### config.mk
export PLATFORM = sky130hd
export DESIGN_NAME = alarm_bank
export DESIGN_NICKNAME = d
export VERILOG_FILES = /design/src/rtl/alarm_pkg.sv /design/src/rtl/alarm_channel.sv /design/src/rtl/alarm_bank.sv
export SDC_FILE = /design/constraint.sdc
export NUM_CORES = 1
export LEC_CHECK = 0
export ABC_AREA = 1
export CAP_MARGIN = 40
export CORE_ASPECT_RATIO = 2
export CORE_UTILIZATION = 50
export DETAILED_ROUTE_END_ITERATION = 12
export PLACE_DENSITY = 0.77
export SLEW_MARGIN = 20
export SYNTH_ARGS = -nofsm -noshare
export SYNTH_HDL_FRONTEND = slang
export SYNTH_SLANG_ARGS = --single-unit
### constraint.sdc
create_clock -name clk -period 3.5 [get_ports clk]
set_clock_uncertainty 0.15 [all_clocks]
set_input_delay 0.525 -clock clk [delete_from_list [all_inputs] [get_ports clk]]
set_output_delay 0.525 -clock clk [all_outputs]
set_load 0.005 [all_outputs]
### src/rtl/alarm_pkg.sv
// Shared definitions for the alarm bank: channel state encoding, the UI mode
// value that selects alarm editing, and the per-field edit step sizes.
package alarm_pkg;

  typedef enum logic [1:0] {
    ST_IDLE    = 2'd0,
    ST_ARMED   = 2'd1,
    ST_RINGING = 2'd2,
    ST_SNOOZED = 2'd3
  } alarm_state_e;

  localparam logic [1:0] MODE_ALARM = 2'd1;

  localparam logic [31:0] STEP_SEC  = 32'd1;
  localparam logic [31:0] STEP_MIN  = 32'd60;
  localparam logic [31:0] STEP_HOUR = 32'd3600;
  localparam logic [31:0] STEP_DAY  = 32'd86400;

  // Seconds added or removed by one increment/decrement of an edit field.
  function automatic logic [31:0] field_step(input logic [1:0] field);
    case (field)
      2'd0:    return STEP_SEC;
      2'd1:    return STEP_MIN;
      2'd2:    return STEP_HOUR;
      default: return STEP_DAY;
    endcase
  endfunction

endpackage

### src/rtl/alarm_channel.sv
// One alarm channel: lifecycle state plus its alarm time. All button inputs
// arrive here as single-cycle edge pulses already qualified by the top.
module alarm_channel
  import alarm_pkg::*;
#(
  parameter int TW         = 28,
  parameter int RING_SEC   = 60,
  parameter int SNOOZE_SEC = 300
) (
  input  logic          clk,
  input  logic          reset,
  input  logic [TW-1:0] t_main_i,
  input  logic [1:0]    field_i,
  input  logic          sel_i,
  input  logic          alarm_mode_i,
  input  logic          mode_enter_i,
  input  logic          inc_edge_i,
  input  logic          dec_edge_i,
  input  logic          ss_edge_i,
  input  logic          snz_edge_i,
  output alarm_state_e  state_o,
  output logic [TW-1:0] time_o
);

  alarm_state_e  state_q, state_d;
  logic [TW-1:0] time_q, time_d;
  logic [TW-1:0] step;
  logic [TW:0]   ring_end;
  logic          editable;

  assign step     = TW'(field_step(field_i));
  // One extra bit so an alarm near the top of the time range does not wrap
  // its ring window back to zero and stop immediately.
  assign ring_end = {1'b0, time_q} + (TW+1)'(RING_SEC);
  assign editable = sel_i && alarm_mode_i && (state_q == ST_IDLE);

  // Next-state and next-time selection with startstop > snooze > time compare.
  always_comb begin
    // NOTE: every always_comb output gets a default first so no path leaves
    // it unassigned, which would otherwise infer a latch.
    state_d = state_q;
    time_d  = time_q;

    if (editable) begin
      if (mode_enter_i) begin
        time_d = t_main_i;
      end else if (inc_edge_i && !dec_edge_i) begin
        time_d = time_q + step;
      end else if (dec_edge_i && !inc_edge_i) begin
        time_d = time_q - step;
      end
    end

    if (ss_edge_i && alarm_mode_i && sel_i) begin
      state_d = (state_q == ST_IDLE) ? ST_ARMED : ST_IDLE;
    end else if (ss_edge_i && !alarm_mode_i && (state_q == ST_RINGING)) begin
      state_d = ST_IDLE;
    end else if (snz_edge_i && (state_q == ST_RINGING)) begin
      state_d = ST_SNOOZED;
      time_d  = time_q + TW'(SNOOZE_SEC);
    end else begin
      case (state_q)
        ST_ARMED, ST_SNOOZED: if (t_main_i >= time_q) state_d = ST_RINGING;
        ST_RINGING:           if ({1'b0, t_main_i} >= ring_end) state_d = ST_IDLE;
        default:              ;
      endcase
    end
  end

  // Channel state and alarm time registers.
  always_ff @(posedge clk) begin
    // NOTE: sequential state uses non-blocking assignments so every register
    // samples the pre-edge value of every other register.
    if (reset) begin
      // NOTE: the alarm time is cleared on reset because t_alarm must read 0
      // straight after reset, not whatever the register powered up with.
      state_q <= ST_IDLE;
      time_q  <= '0;
    end else begin
      state_q <= state_d;
      time_q  <= time_d;
    end
  end

  assign state_o = state_q;
  assign time_o  = time_q;

endmodule

### src/rtl/alarm_bank.sv
// Bank of N_CH independent alarm channels sharing one set of UI buttons.
// Buttons are level signals; each is edge-detected here and the edge pulse is
// broadcast to every channel. Snooze support is built only when the macro
// ALARM_SNOOZE_EN is defined; otherwise the snooze button is ignored.
module alarm_bank
  import alarm_pkg::*;
#(
  parameter  int N_CH       = 4,
  parameter  int TW         = 28,
  parameter  int RING_SEC   = 60,
  parameter  int SNOOZE_SEC = 300,
  localparam int SEL_W      = (N_CH > 1) ? $clog2(N_CH) : 1
) (
  input  logic             clk,
  input  logic             reset,
  input  logic [TW-1:0]    t_main,
  input  logic [1:0]       mode,
  input  logic [SEL_W-1:0] ch_sel,
  input  logic [1:0]       selected,
  input  logic             startstop,
  input  logic             increment,
  input  logic             decrement,
  input  logic             snooze,
  output logic [TW-1:0]    t_alarm,
  output logic [N_CH-1:0]  armed,
  output logic [N_CH-1:0]  ringing,
  output logic             timer_buzzer
);

  logic       ss_q, inc_q, dec_q;
  logic [1:0] mode_q;
  logic       ss_edge, inc_edge, dec_edge, snz_edge;
  logic       alarm_mode, mode_enter;

  alarm_state_e  ch_state [N_CH];
  logic [TW-1:0] ch_time  [N_CH];
  logic [N_CH-1:0] ch_hit;

  // Registered copies of the buttons and mode for edge detection.
  always_ff @(posedge clk) begin
    if (reset) begin
      ss_q   <= 1'b0;
      inc_q  <= 1'b0;
      dec_q  <= 1'b0;
      mode_q <= 2'd0;
    end else begin
      ss_q   <= startstop;
      inc_q  <= increment;
      dec_q  <= decrement;
      mode_q <= mode;
    end
  end

  assign ss_edge    = startstop & ~ss_q;
  assign inc_edge   = increment & ~inc_q;
  assign dec_edge   = decrement & ~dec_q;
  assign alarm_mode = (mode == MODE_ALARM);
  assign mode_enter = alarm_mode && (mode_q != MODE_ALARM);

`ifdef ALARM_SNOOZE_EN
  logic snz_q;

  // Registered copy of the snooze button for edge detection.
  always_ff @(posedge clk) begin
    if (reset) snz_q <= 1'b0;
    else       snz_q <= snooze;
  end

  assign snz_edge = snooze & ~snz_q;
`else
  logic unused_snooze;
  assign unused_snooze = snooze;
  assign snz_edge      = 1'b0;
`endif

  for (genvar g = 0; g < N_CH; g++) begin : g_ch
    assign ch_hit[g] = (ch_sel == SEL_W'(g));

    alarm_channel #(
      .TW         (TW),
      .RING_SEC   (RING_SEC),
      .SNOOZE_SEC (SNOOZE_SEC)
    ) u_ch (
      .clk          (clk),
      .reset        (reset),
      .t_main_i     (t_main),
      .field_i      (selected),
      .sel_i        (ch_hit[g]),
      .alarm_mode_i (alarm_mode),
      .mode_enter_i (mode_enter),
      .inc_edge_i   (inc_edge),
      .dec_edge_i   (dec_edge),
      .ss_edge_i    (ss_edge),
      .snz_edge_i   (snz_edge),
      .state_o      (ch_state[g]),
      .time_o       (ch_time[g])
    );

    assign armed[g]   = (ch_state[g] == ST_ARMED) || (ch_state[g] == ST_SNOOZED);
    assign ringing[g] = (ch_state[g] == ST_RINGING);
  end

  // Alarm time of the selected channel; an out-of-range selection reads 0.
  always_comb begin
    t_alarm = '0;
    for (int i = 0; i < N_CH; i++) begin
      if (ch_hit[i]) t_alarm = ch_time[i];
    end
  end

  assign timer_buzzer = |ringing;

endmodule

==> impl_metrics.toml, run 1 <==
[placed_design]
dp_hpwl_mm = 86.9
portBuffers = 75
dp_slack_ps = -753
gp_congestion = 1.14

[floorplan]
start_util_pct = 51.0
boundaryPins = 77
fp-row-count = 101
die_w_microns = 141
die-height_microns = 280

[status]
tool.error = "[ERROR GRT-0116] Global routing finished with congestion. Check the congestion regions in the DRC Viewer."
stop_stage = "5_1_grt"
outcome = "did not finish"

[synth]
synth.distinct_cells = 51
synth_edf_count = 0
synthesis.area_sq_mm = 0.0194
synth.top_cell.area_share_pct = 21.6
ys_warn_count = 0
avgSynthCellArea_sq_um = 6.27
synth-seq-cells = 125
syn-num-nets = 3471
ys.flop_type = "dfxtp_1"
yosysMostFrequentCell = "nand2_1"
syn-instance-count = 3092
yosysTopAreaCell = "ha_1"
synthTopCellsByArea = "ha_1, dfxtp_1, nand2_1"
yosys-top-cells-count = "nand2_1, inv_1, a21oi_1, ha_1, o21ai_0"
async_flop_share_pct = 0
yosysSeqAreaShare_pct = 12.9

[global_route]
grt_max_degree = 81
grt_usage_pct = 58.3
grt_pass1_wl_mm = 171
grt_overflow = 7
grt_pass1_vias = 28200

[clocking]
cts_root_buffer = "clkbuf_16"
htreeDepth = 4
cts_buffers = 17
clk_path_buf_depth = 2
cts_num_sinks = 125
-- per-stage QoR --
stage,std cells,setup TNS [ps],cell area [sq um]
CTS,4264,-24.0,26500
detailed placement,4224,-50740,25300
floorplan,3092,0,19400
global placement,4224,-46980,25300
-- cell families after synthesis --
family	after synthesis	share of synthesized area, %
AND/OR/NAND/NOR	1269	29.0
AO/OA/AOI/OAI	822	23.0
buffers and inverters	435	8.45
adder cells (fa/ha/maj)	339	22.0
flip-flops	125	12.9
XOR/XNOR	102	4.61
-- layer usage --
layer / GRT overflow / GRT usage, %
met1: 0 / 56.6
met2: 3 / 88.0
met3: 1 / 23.9
met4: 3 / 66.2
met5: 0 / 0
-- timing repair --
item / 4_1_cts
hold buffers: 0
resized for setup: 128
endpoints found under the setup margin: 75
setup buffers: 8
pin swaps: 28
endpoints found under the hold margin: 0
==> inputs of run 2 (changes only) <==
CORE_ASPECT_RATIO = default   (was 2)
CORE_UTILIZATION = 35   (was 50)
PLACE_DENSITY = default   (was 0.77)
PLACE_DENSITY_LB_ADDON = 0.15   (was default)
clock period = 4.5 ns   (was 3.5 ns; I/O delays follow)
==> impl_metrics.toml, run 2 <==
[status]
outcome = "complete, no violations"

[synth]
synth.top_cell.area_share_pct = 21.6
synth-seq-cells = 125
synthMuxAreaShare_pct = 0
yosysMostFrequentCell = "nand2_1"
avgSynthCellArea_sq_um = 6.27
async_flop_share_pct = 0
yosys-top-cells-count = "nand2_1, inv_1, a21oi_1, ha_1, o21ai_0"
synth-compound-area-share_pct = 23.0
synthesis.area_sq_mm = 0.0194
synth-simple-area-share_pct = 29.0
syn-num-nets = 3471
ys_warn_count = 0
synth-xor-area-share_pct = 4.61
synth.distinct_cells = 51
ys.flop_type = "dfxtp_1"
synth_adder_area_share_pct = 22.0
synth_top_family_by_area = "simple AND/OR/NAND/NOR gates"
synthTopCellsByArea = "ha_1, dfxtp_1, nand2_1"
syn-instance-count = 3092
synth_edf_count = 0
yosysTopAreaCell = "ha_1"
yosysSeqAreaShare_pct = 12.9

[clocking]
clock_latency_ps = 490
clk_pin_slew_ps = 60
cts_setup_buffers = 0
cts_tree = "yes"
cts_hold_buf = 0
cts_root_buffer = "clkbuf_16"
cts_buffers = 17
cts_num_sinks = 125
cts-resized-gates = 0
htreeDepth = 4
clk_path_buf_depth = 2

[pwr]
p_leak_uw = 0.0107
vdd_ir_drop_max_mv = 0.309
p_per_area_mw_per_mm2 = 222
fin_total_pwr_uw = 5110

[setup_path]
cp_max_fo = 8
cpPeakStageDelay_ps = 460
cp_top_family = "buffers and inverters"
cp_cell_sequence = "clkdlybuf4s50_1, inv_1, or2_2, ha_1, buf_12, buf_4, inv_1, ha_1, a21oi_1, o21ai_0, a21oi_1, nand3_1, or2_2, nand3_1, a31oi_1"
crit_required_ps = 4710
criticalPathCategory = "primary input to register"
critPathBufInv = 5
crit_path_start_kind = "primary input"
arrival_ps = 4330
cpMaxStageDelayCell = "clkdlybuf4s50_1"
cp-end-kind = "register"

[detailed_routing]
drt_iter0_markers = 2010
drc = 0
postRouteAntennaNets = 0
vias = 23000
first_pass_iters = 6
wire_per_inst_microns = 22.7
routed_via_density = 5.71
wirelength_mm = 91.6

[cells_and_area]
drive_gt1_share_pct = 9.47
utilization_pct = 42.4
final_cell_mix = "nand2_1, inv_1, a21oi_1, ha_1, o21ai_0"
layout_commonest_cell = "nand2_1"
final_cell_count_no_fill = 4033
largest_reg_flops = 112
diodes = 0
areaGrowthSynthToFinish_pct = 18.5
nets = 3703

[placed_design]
dp_hpwl_mm = 76.8
portBuffers = 75
gp_congestion = 0.984
dp.cells = 4001

[floorplan]
fp-row-count = 85
core-area_sq_mm = 0.0542
die_w_microns = 237
die-height_microns = 237
start_util_pct = 35.7
die_area_sq_mm = 0.0563
boundaryPins = 77

[sta]
whs_ps = 348
finalSetupViolations = 0
period_needed_ps = 4130
rsz0062_at_grt = "false"
max_clock_freq_mhz = 242
fin_setup_tns_ps = 0
hold_violations = 0
maxSlewHeadroom_pct = 43.3
drv_slew = 0
fin_crit_sh_pct = 91.7
worst_slew_pin_slew_ps = 850

[global_route]
grt_max_degree = 72
grt_pass1_wl_mm = 134
grt_usage_pct = 32.2
grt_overflow = 0
grt_antenna_before_repair = 0
grt_pass1_vias = 22300

[run]
drv_cap = 0

[min_path]
min_path_type = "register to register"
==> run 2: cell counts after synthesis <==
Identical to the previous run, type by type.
==> run 2: worst paths after layout <==
kind	start	to	slack (ps)	cells after the start
setup / recovery	decrement	g_ch[0].u_ch.time_o[19]	370	15
hold / removal	g_ch[0].u_ch.state_o[1]	g_ch[0].u_ch.state_o[1]	350	2
setup reg to reg	g_ch[3].u_ch.time_o[3]	g_ch[3].u_ch.state_o[1]	450	22
hold reg to reg	g_ch[0].u_ch.state_o[1]	g_ch[0].u_ch.state_o[1]	350	2
==> run 2: area by class of cell <==
class	instances	area (sq um)
fill	5808	31300
multi-input combinational	2532	15300
sequential	125	2500
timing repair buffer	275	2310
inverter	373	1400
tap	696	871
clock buffer	20	437
clock inverter	12	194
==> run 2: kinds of logic (layout without fill, tap and decap cells) <==
family                     count (synthesis)  after routing
xor gates and xnor gates                 102            102
adders and majority gates                339            339
and+or+nand+nor                         1269           1269
buffers and inverters                    435            680
AOI/OAI and AO/OA                        822            822
DFF                                      125            125
==> run 2: layer usage <==
| layer | global-route usage, % | vias to the layer above | share of wire [%] |
|---|---|---|---|
| met5 | 0 | - | 0 |
| met4 | 12.7 | 0 | 3.8 |
| met3 | 3.69 | 148 | 6.6 |
| met2 | 54.2 | 891 | 46 |
| met1 | 41.9 | 10900 | 44 |
| li1 | - | 11100 | - |
==> run 2: worst reg2reg max path: cells and delay by family, from the launching register on <==
family	cells	cell delay [ps]
flops	1	560
fa+ha+maj	2	550
compound gates	3	340
simple gates	13	1890
buf+inv	3	360
xor+xnor	1	70
==> run 2: metrics by stage <==
stage	cell area, sq um	worst slack [ps]
2_1_floorplan	19400	568
3_3_place_gp	22300	-64.0
3_5_place_dp	22300	-63.2
4_1_cts	23000	420
5_1_grt	23000	151
6_report	23000	374
==> run 2: power breakdown <==
part           leakage, uW  switching, uW  internal (uW)
combinational      0.00933           1410            848
clock             0.000304            616            976
sequential         0.00102            103           1150
(Power assumes the default switching activity.)
==> inputs of run 3 (changes only) <==
SETUP_SLACK_MARGIN = 0.05   (was default)
==> results of run 3 <==
Same layout as run 2: the final DEF is identical, and so are final timing and power.
